### config.mk
export PLATFORM = sky130hd
export DESIGN_NAME = mac_operand_sequencer
export DESIGN_NICKNAME = d
export VERILOG_FILES = /design/src/rtl/mac_seq_pkg.sv /design/src/rtl/mac_seq_fifo.sv /design/src/rtl/mac_operand_sequencer.sv
export SDC_FILE = /design/constraint.sdc
export NUM_CORES = 1
export LEC_CHECK = 0
export ABC_AREA = 1
export CORE_MARGIN = 2
export CORE_UTILIZATION = 40
export CTS_CLUSTER_DIAMETER = 120
export CTS_CLUSTER_SIZE = 16
export DETAILED_ROUTE_END_ITERATION = 8
export PLACE_DENSITY = 0.68
export SYNTH_ARGS = -nofsm -noshare
export SYNTH_HDL_FRONTEND = slang
export SYNTH_SLANG_ARGS = --single-unit
export TNS_END_PERCENT = 5
### constraint.sdc
create_clock -name clk -period 2.7 [get_ports clk]
set_input_delay 0.27 -clock clk [delete_from_list [all_inputs] [get_ports clk]]
set_output_delay 0.27 -clock clk [all_outputs]
set_load 0.01 [all_outputs]
### src/rtl/mac_seq_pkg.sv
// Shared types and constants for the MAC operand sequencer.
package mac_seq_pkg;

    typedef enum logic [2:0] {IDLE, CLEAR, STREAM, DRAIN, RESULT} seq_state_t;

    localparam int MAC_LAT = 2;

endpackage

### src/rtl/mac_seq_fifo.sv
// Small synchronous FIFO holding one operand stream; head data is always visible.
module mac_seq_fifo #(
    parameter int WIDTH = 8,
    parameter int DEPTH = 8
) (
    input  logic             clk,
    input  logic             rst_n,
    input  logic             push,
    input  logic [WIDTH-1:0] wdata,
    input  logic             pop,
    output logic [WIDTH-1:0] rdata,
    output logic             full,
    output logic             empty
);

    localparam int AW = $clog2(DEPTH);

    logic [WIDTH-1:0] mem [DEPTH];
    logic [AW-1:0]    wr_ptr, rd_ptr;
    logic [AW:0]      count;
    logic             do_push, do_pop;

    // A full FIFO refuses a push even if a pop frees a slot this cycle.
    assign full    = (count == (AW+1)'(DEPTH));
    assign empty   = (count == '0);
    assign do_push = push && !full;
    assign do_pop  = pop && !empty;
    assign rdata   = mem[rd_ptr];

    always_ff @(posedge clk or negedge rst_n) begin
        if (!rst_n) begin
            wr_ptr <= '0;
            rd_ptr <= '0;
            count  <= '0;
        end else begin
            if (do_push) wr_ptr <= wr_ptr + AW'(1);
            if (do_pop)  rd_ptr <= rd_ptr + AW'(1);
            count <= count + (AW+1)'(do_push) - (AW+1)'(do_pop);
        end
    end

    always_ff @(posedge clk) begin
        if (do_push) mem[wr_ptr] <= wdata;
    end

endmodule

### src/rtl/mac_operand_sequencer.sv
// Feeds one MAC lane: clears, streams VEC_LEN operand pairs, drains, returns the result.
// Optional MAC_SEQ_STALL_STATS_EN builds a saturating STREAM starvation counter.
module mac_operand_sequencer
    import mac_seq_pkg::*;
#(
    parameter int DATA_WIDTH = 8,
    parameter int VEC_LEN    = 8,
    parameter int FIFO_DEPTH = 8
) (
    input  logic                    clk,
    input  logic                    rst_n,
    input  logic                    start,
    input  logic                    a_valid,
    input  logic [DATA_WIDTH-1:0]   a_data,
    output logic                    a_ready,
    input  logic                    b_valid,
    input  logic [DATA_WIDTH-1:0]   b_data,
    output logic                    b_ready,
    output logic                    mac_en,
    output logic                    mac_clr,
    output logic [DATA_WIDTH-1:0]   mac_a,
    output logic [DATA_WIDTH-1:0]   mac_b,
    input  logic [3*DATA_WIDTH-1:0] mac_cout,
    output logic                    res_valid,
    output logic [3*DATA_WIDTH-1:0] res_data,
    input  logic                    res_ready,
    output logic                    busy,
    output logic [15:0]             stall_cnt
);

    localparam int CW  = $clog2(VEC_LEN + 1);
    localparam int DCW = (MAC_LAT > 1) ? $clog2(MAC_LAT) : 1;

    seq_state_t            state, state_nxt;
    logic [CW-1:0]         issue_cnt;
    logic [DCW-1:0]        drain_cnt;
    logic                  a_full, a_empty, b_full, b_empty;
    logic [DATA_WIDTH-1:0] a_head, b_head;
    logic                  issue, last_issue, drain_done;

    assign a_ready    = !a_full;
    assign b_ready    = !b_full;
    assign busy       = (state != IDLE);
    assign issue      = (state == STREAM) && !a_empty && !b_empty;
    assign last_issue = issue && (issue_cnt == CW'(VEC_LEN - 1));
    assign drain_done = (drain_cnt == DCW'(MAC_LAT - 1));

    mac_seq_fifo #(.WIDTH(DATA_WIDTH), .DEPTH(FIFO_DEPTH)) u_fifo_a (
        .clk(clk), .rst_n(rst_n), .push(a_valid && a_ready), .wdata(a_data),
        .pop(issue), .rdata(a_head), .full(a_full), .empty(a_empty)
    );

    mac_seq_fifo #(.WIDTH(DATA_WIDTH), .DEPTH(FIFO_DEPTH)) u_fifo_b (
        .clk(clk), .rst_n(rst_n), .push(b_valid && b_ready), .wdata(b_data),
        .pop(issue), .rdata(b_head), .full(b_full), .empty(b_empty)
    );

    always_ff @(posedge clk or negedge rst_n) begin
        if (!rst_n) state <= IDLE;
        else        state <= state_nxt;
    end

    always_comb begin
        state_nxt = state;
        case (state)
            IDLE:    if (start)      state_nxt = CLEAR;
            CLEAR:                   state_nxt = STREAM;
            STREAM:  if (last_issue) state_nxt = DRAIN;
            DRAIN:   if (drain_done) state_nxt = RESULT;
            RESULT:  if (res_ready)  state_nxt = IDLE;
            default:                 state_nxt = IDLE;
        endcase
    end

    // MAC controls are registered so the clear lands in the CLEAR cycle and
    // each operand pair reaches the MAC the cycle after its pop.
    always_ff @(posedge clk or negedge rst_n) begin
        if (!rst_n) begin
            mac_clr   <= 1'b0;
            mac_en    <= 1'b0;
            mac_a     <= '0;
            mac_b     <= '0;
            issue_cnt <= '0;
            drain_cnt <= '0;
            res_valid <= 1'b0;
            res_data  <= '0;
        end else begin
            mac_clr <= (state == IDLE) && start;
            mac_en  <= issue;
            if (issue) begin
                mac_a <= a_head;
                mac_b <= b_head;
            end
            if (state == CLEAR) issue_cnt <= '0;
            else if (issue)     issue_cnt <= issue_cnt + CW'(1);
            if (state == DRAIN) drain_cnt <= drain_cnt + DCW'(1);
            else                drain_cnt <= '0;
            if (state == DRAIN && drain_done) begin
                res_valid <= 1'b1;
                res_data  <= mac_cout;
            end else if (state == RESULT && res_ready) begin
                res_valid <= 1'b0;
            end
        end
    end

`ifdef MAC_SEQ_STALL_STATS_EN
    always_ff @(posedge clk or negedge rst_n) begin
        if (!rst_n)
            stall_cnt <= '0;
        else if (state == STREAM && (a_empty || b_empty) && stall_cnt != 16'hFFFF)
            stall_cnt <= stall_cnt + 16'd1;
    end
`else
    assign stall_cnt = 16'h0;
`endif

endmodule

; Yosys cells after proc, flatten, opt, wreduce, memory -nomap -nowiden
; Memories as Yosys holds them, arrays and structs flattened. A register that Yosys moved wholly into a read port is not among the register bits.
; Index checks and enable logic that the tools add are counted.
[totals]
ram_bits = 128
in_bits = 46
out_inout_bits = 62
ff_bits = 55
word_cells = 75
mem_count = 2
[mem_list]
columns = name, depth, width, rd, rd_ports_with_merged_regs, write_ports, line_no
row1 = u_fifo_a.mem, 8, 8, 1, 1, 1, mac_seq_fifo.sv:18  ; logic [WIDTH-1:0] mem [DEPTH];
row2 = u_fifo_b.mem, 8, 8, 1, 1, 1, mac_seq_fifo.sv:18
[op_classes]
mux = 14
eq_ne = 11
n_reduce_logical = 25
addsub = 10
[op_table]
columns = cell, n
row1 = $pmux 3 s5, 1
row2 = $add 3x1->3 const B, 4
row3 = $logic_and 1x1->1, 12
row4 = $mux 3, 4
row5 = $add 4x1->4, 2
row6 = $eq 4x4->1 const B, 2
row7 = $logic_not 4->1, 2
row8 = $mux 4, 2
row9 = $ne 2x2->1 const B, 4
row10 = $sub 4x1->4, 2
row11 = $mux 1, 7
row12 = $eq 3x2->1 const B, 2
row13 = $logic_not 1->1, 6
row14 = $add 4x1->4 const B, 1
row15 = $eq 4x3->1 const B, 1
row16 = $reduce_and 4->1, 1
row17 = $reduce_bool 2->1, 2
row18 = $eq 3x1->1 const B, 1
row19 = $eq 3x3->1 const B, 1
row20 = $logic_not 3->1, 1
row21 = $reduce_bool 3->1, 1
row22 = $add 1x1->1 const B, 1

; Longest topological paths before layout
[depth]
word_depth = 7
depth_mapped = 12
ltp_nobuf = 11

; By module
; From an unflattened synthesis, not the netlist that was laid out.
[unflattened]
cells_unflattened = 944
hier_area_um2 = 9168.8
[modules_own_cells]
columns = mod, seq_area_each_um2, area_per_inst_um2, n_inst, cells_each
row1 = mac_seq_fifo, 2172.1, 3479.6, 2, 347
row2 = mac_operand_sequencer, 1276.2, 2209.6, 1, 250

; Worst setup path after synthesis
; No wires, ideal clock.
[synth_path]
kind = flip-flop to flip-flop
start = register u_fifo_b.count[2]
end = register u_fifo_b.count[2]
period_less_slack_ps = 2183
n_path_buf = 1
slack_ps = 517
arrival_time_ps = 2060
required_time_ps = 2577
path_stages_with_launch = 13
path_cell_list = dfrtp_1 > inv_1 > ha_1 > nand3_1 > nand2_1 > nor2_4 > buf_4 > ha_1 > inv_1 > ha_1 > inv_1 > fa_1 > xnor2_1
[synth_via]
word_cells_on_any_way = 10
classes_between = add/sub: 2 / eq/ne: 1 / reduce/logical: 7
[synth_rtl]
columns = element, line_no
row1 = "start, declared", mac_seq_fifo.sv:20  ; logic [AW:0] count;
row2 = "start signal, assigned", mac_seq_fifo.sv:38  ; count <= count + (AW+1)'(do_push) - (AW+1)'(do_pop);
row3 = $logic_not 4->1, mac_seq_fifo.sv:25  ; assign empty = (count == '0);
row4 = $logic_not 1->1, mac_operand_sequencer.sv:44  ; assign issue = (state == STREAM) && !a_empty && !b_empty;
row5 = $logic_and 1x1->1, mac_operand_sequencer.sv:44
row6 = net issue, mac_operand_sequencer.sv:39  ; logic issue, last_issue, drain_done;
row7 = $logic_and 1x1->1, mac_seq_fifo.sv:27  ; assign do_pop = pop && !empty;
row8 = $sub 4x1->4, mac_seq_fifo.sv:38
; The timed path passes the listed nets, and every way through them passes these cells.
; A chain may end at the register's enable or synchronous reset.

; Final worst setup path
[layout_path]
start = register u_fifo_b.count[2]
end = register u_fifo_a.count[2]
[layout_via]
elab_chain_len = 5
[layout_rtl]
columns = element, line_no
row1 = $logic_not 4->1, mac_seq_fifo.sv:25
row2 = $logic_not 1->1, mac_operand_sequencer.sv:44
row3 = $logic_and 1x1->1, mac_operand_sequencer.sv:44
row4 = $logic_and 1x1->1, mac_seq_fifo.sv:27
row5 = net u_fifo_a.do_pop, mac_seq_fifo.sv:21  ; logic do_push, do_pop;
row6 = $sub 4x1->4, mac_seq_fifo.sv:38
row7 = "end signal, assigned", mac_seq_fifo.sv:38
row8 = "end, declared", mac_seq_fifo.sv:20
; The timed path passes the listed nets, and every way through them passes these cells.

==> results.md <==
- Chip Width: about 150 µm
- Comb power frac: 39.1%
- Synth warn: 0
- Clock tree buffer depth: 2
- H-tree depth: 4
- DR iter-0 viols: between 400 and 500
- Commonest non-fill, non-tap cell in the layout: nand2_1
- # DRC: 0
- Clk sink count: 199
- Vias per cell: roughly 4.7
- Final Setup Violations: 0
- Leak pwr: between 0.004 and 0.005 µW
- Minimum clock period: 2.24 ns
- Status: finished, violations left
- CORE AREA: between 0.02 and 0.025 mm²
- Initial antenna violation count: 0
- CTS tree: built
- Final antenna-violating net count: 0
- Post-Route WL: between 15000 and 20000 µm
- Fin. Hold Viols: 36
- Cell variety after synth: 27
- FILL cells: roughly 1900
- # diodes: 0
- PD cells: approximately 1100 mW/mm²
- Yosys reg bits: ~200
- Reg area: ~0.0056 mm²
- Worst path required time: just over 3 ns
- Die height: roughly 150 µm
- FFs w/ async S/R, synth: 35.7%
- Commonest cells after routing, fill and taps aside: 306 x nand2_1, 128 x edfxtp_1, 101 x nand3_1, 90 x clkdlybuf4s50_1, 82 x inv_1
- Max Clock Freq: 447 MHz
- Area of the multi-input gates: approximately 0.0024 mm²
- Main flop type after synthesis: edfxtp_1
- Pin count of the biggest net entering global routing: 72
- Share of layout cells above drive strength 1: 6.18%
- Leading area contributor after synthesis: edfxtp_1
- Sequential Power Share: approximately two fifths
- Hold Buf Count CTS: 0
- WS Path Type: reg2reg
- Area grow syn2layout: 19.4%
- Initial core utilization: 40.9%
- Final hold slack: -0.0273 ns
- Gate Count Post-Synth: roughly 830
- Period utilisation layout: around 83%
- Yosys top cell area share: ~45%
- Vias in the first global route: 5696
- Skew final: 0.0103 ns
- PostCTS Resize Cnt: 0
- Clk slew on worst S/H paths: ~0.07 ns
- Layout Cells excl Fill: 1214
- Tot GR Track Use: between 10% and 20%
- Root Driver: clkbuf_16
- Die area: about 0.023 mm²
- Rel. slew slack: 37.3%
- Clk network pwr share: between 20% and 30%
- Dpl hpwl: approximately 11000 µm
- Net count, final: about 990
- Violated checks: hold timing
- Register area share after synthesis: 65.1%
- TritonCTS Buffers: 17
- DR WL/cell: 13.7 µm
- Switch share: a little under two fifths
- Area contributors post-synth: edfxtp_1 45%, dfrtp_1 21%, nand2_1 13%
- # placed instances: around 1200
- Post-CTS Setup Inserts: 0
- Crit path max fanout: 3
- Max-cap violation count: 0
- Switching power of the nets: around 4200 µW
- Num ports: 108
- Synthesized area: approximately 0.0086 mm²
- Remaining global-route overflow: 0
- Post-synth EDFFs: 128
- Worst skew pair latency: about 0.44 ns
- Layout Utilization: roughly half
- GP Congestion: just under 0.8
- Port bufs: 91
- Cell internal pwr: roughly 7000 µW
- Worst setup EP type: register
- Worst vdd ir: 0.564 mV
- Type of the tightest min-delay check: in2async
- FP Rows: between 50 and 60
- First-pass GRT wire length: 27800 µm
- RSZ-0062 raised after global routing: false
- DR vias: approximately 5700
- Pre-antenna DRT Iters: 4
- Post-Syn Area per Cell: roughly 10 µm²
- Least-Margin Pin Slew: about 0.94 ns
- TNS Setup: 0 ns
- Max-slew violations: 0
- Arr. time, crit path: around 2.6 ns
- CP startpoint kind: register
==> final cells by class <==
class,instances,share of cell area (%)
Tap cell,275,3.34
Clock buffer,19,4.20
Timing Repair Buffer,109,10.1
Multi-Input combinational cell,513,23.5
Inverter,86,3.13
Clock inverter,13,1.15
Sequential cell,199,54.6
==> synth_stat cells (2+ instances only) <==
| cell type | n |
|---|---|
| ha_1 | 17 |
| o211ai_1 | 16 |
| inv_1 | 82 |
| nor2_1 | 25 |
| nand3_1 | 101 |
| buf_4 | 24 |
| dfrtp_1 | 71 |
| inv_2 | 2 |
| nand2_2 | 2 |
| clkbuf_1 | 2 |
| buf_1 | 2 |
| buf_6 | 4 |
| clkinv_1 | 2 |
| xnor2_1 | 4 |
| or2_2 | 2 |
| nand2_1 | 306 |
| o21ai_0 | 8 |
| xor2_1 | 6 |
| buf_2 | 17 |
| nor2_4 | 3 |
| edfxtp_1 | 128 |
| fa_1 | 2 |
| a21oi_1 | 2 |
==> final timing paths <==
path | from | to | slack (ns) | cells after the start
max | u_fifo_b.count[2] | u_fifo_a.count[2] | 0.46 | 11
min reg2reg | res_data[10] | res_data[10] | 0.47 | 2
min in group clk | start | mac_clr | 0.37 | 3
min | rst_n | res_data[22] | -0.03 | 1
max reg2reg | u_fifo_b.count[2] | u_fifo_a.count[2] | 0.46 | 11
max in group asynchronous | rst_n | mac_b[6] | 2.11 | 1
==> flip-flops by register name, summed over array words and instances, names as in the netlist <==
| signal | cells |
|---|---|
| res_valid | 1 |
| mac_clr | 1 |
| u_fifo_a.rd_ptr | 3 |
| mac_b | 8 |
| u_fifo_a.mem | 64 |
| u_fifo_b.count | 4 |
| issue_cnt | 4 |
| drain_cnt | 1 |
| res_data | 24 |
| state | 3 |
| u_fifo_b.mem | 64 |
| u_fifo_a.count | 4 |
| u_fifo_a.wr_ptr | 3 |
| mac_en | 1 |
| u_fifo_b.wr_ptr | 3 |
| u_fifo_b.rd_ptr | 3 |
| mac_a | 8 |
==> kinds of logic after synthesis <==
| group | Yosys count | share of synthesized area [%] |
|---|---|---|
| compound gates | 27 | 2.06 |
| fa+ha+maj | 19 | 2.93 |
| simple gates | 441 | 21.3 |
| buf+inv | 135 | 7.51 |
| xor+xnor | 10 | 1.02 |
| flops | 199 | 65.1 |
| other cells | 1 | 0.0435 |
==> metal layers <==
layer | GRT usage [%] | wire length, µm
met3 | 4.70 | 1160
met4 | 6.59 | 379
met5 | 0 | 0
met2 | 24.9 | 7590
met1 | 21.0 | 7550
==> power by group through the flow <==
stage | combinational (µW) | sequential, µW | clock, µW
detailed placement | 4450 | 4580 | 0
CTS | 4470 | 4540 | 2400
finish | 4420 | 4530 | 2360
floorplan | 2870 | 4610 | 0
global placement | 4350 | 4570 | 0
global route | 5030 | 4630 | 2530
==> critical path: stages, from the launching register on <==
cell	delay, ns
dfrtp_1	0.36
inv_1	0.13
ha_1	0.17
nand3_1	0.14
nand2_1	0.18
nor2_1	0.06
ha_1	0.28
inv_1	0.06
ha_1	0.16
inv_1	0.06
fa_1	0.39
xnor2_1	0.15
==> per-stage QoR <==
| stage | instance area [µm²] | power [µW] | setup WS, ns |
|---|---|---|---|
| 6_report | 10300 | 11300 | 0.464 |
| 3_3_place_gp | 9750 | 8920 | 0.578 |
| 2_1_floorplan | 8680 | 7490 | 0.517 |
| 3_5_place_dp | 9750 | 9030 | 0.497 |
| 5_1_grt | 10300 | 12200 | 0.292 |
| 4_1_cts | 10300 | 11400 | 0.485 |
Note: power is estimated with default switching activity, not from simulation.
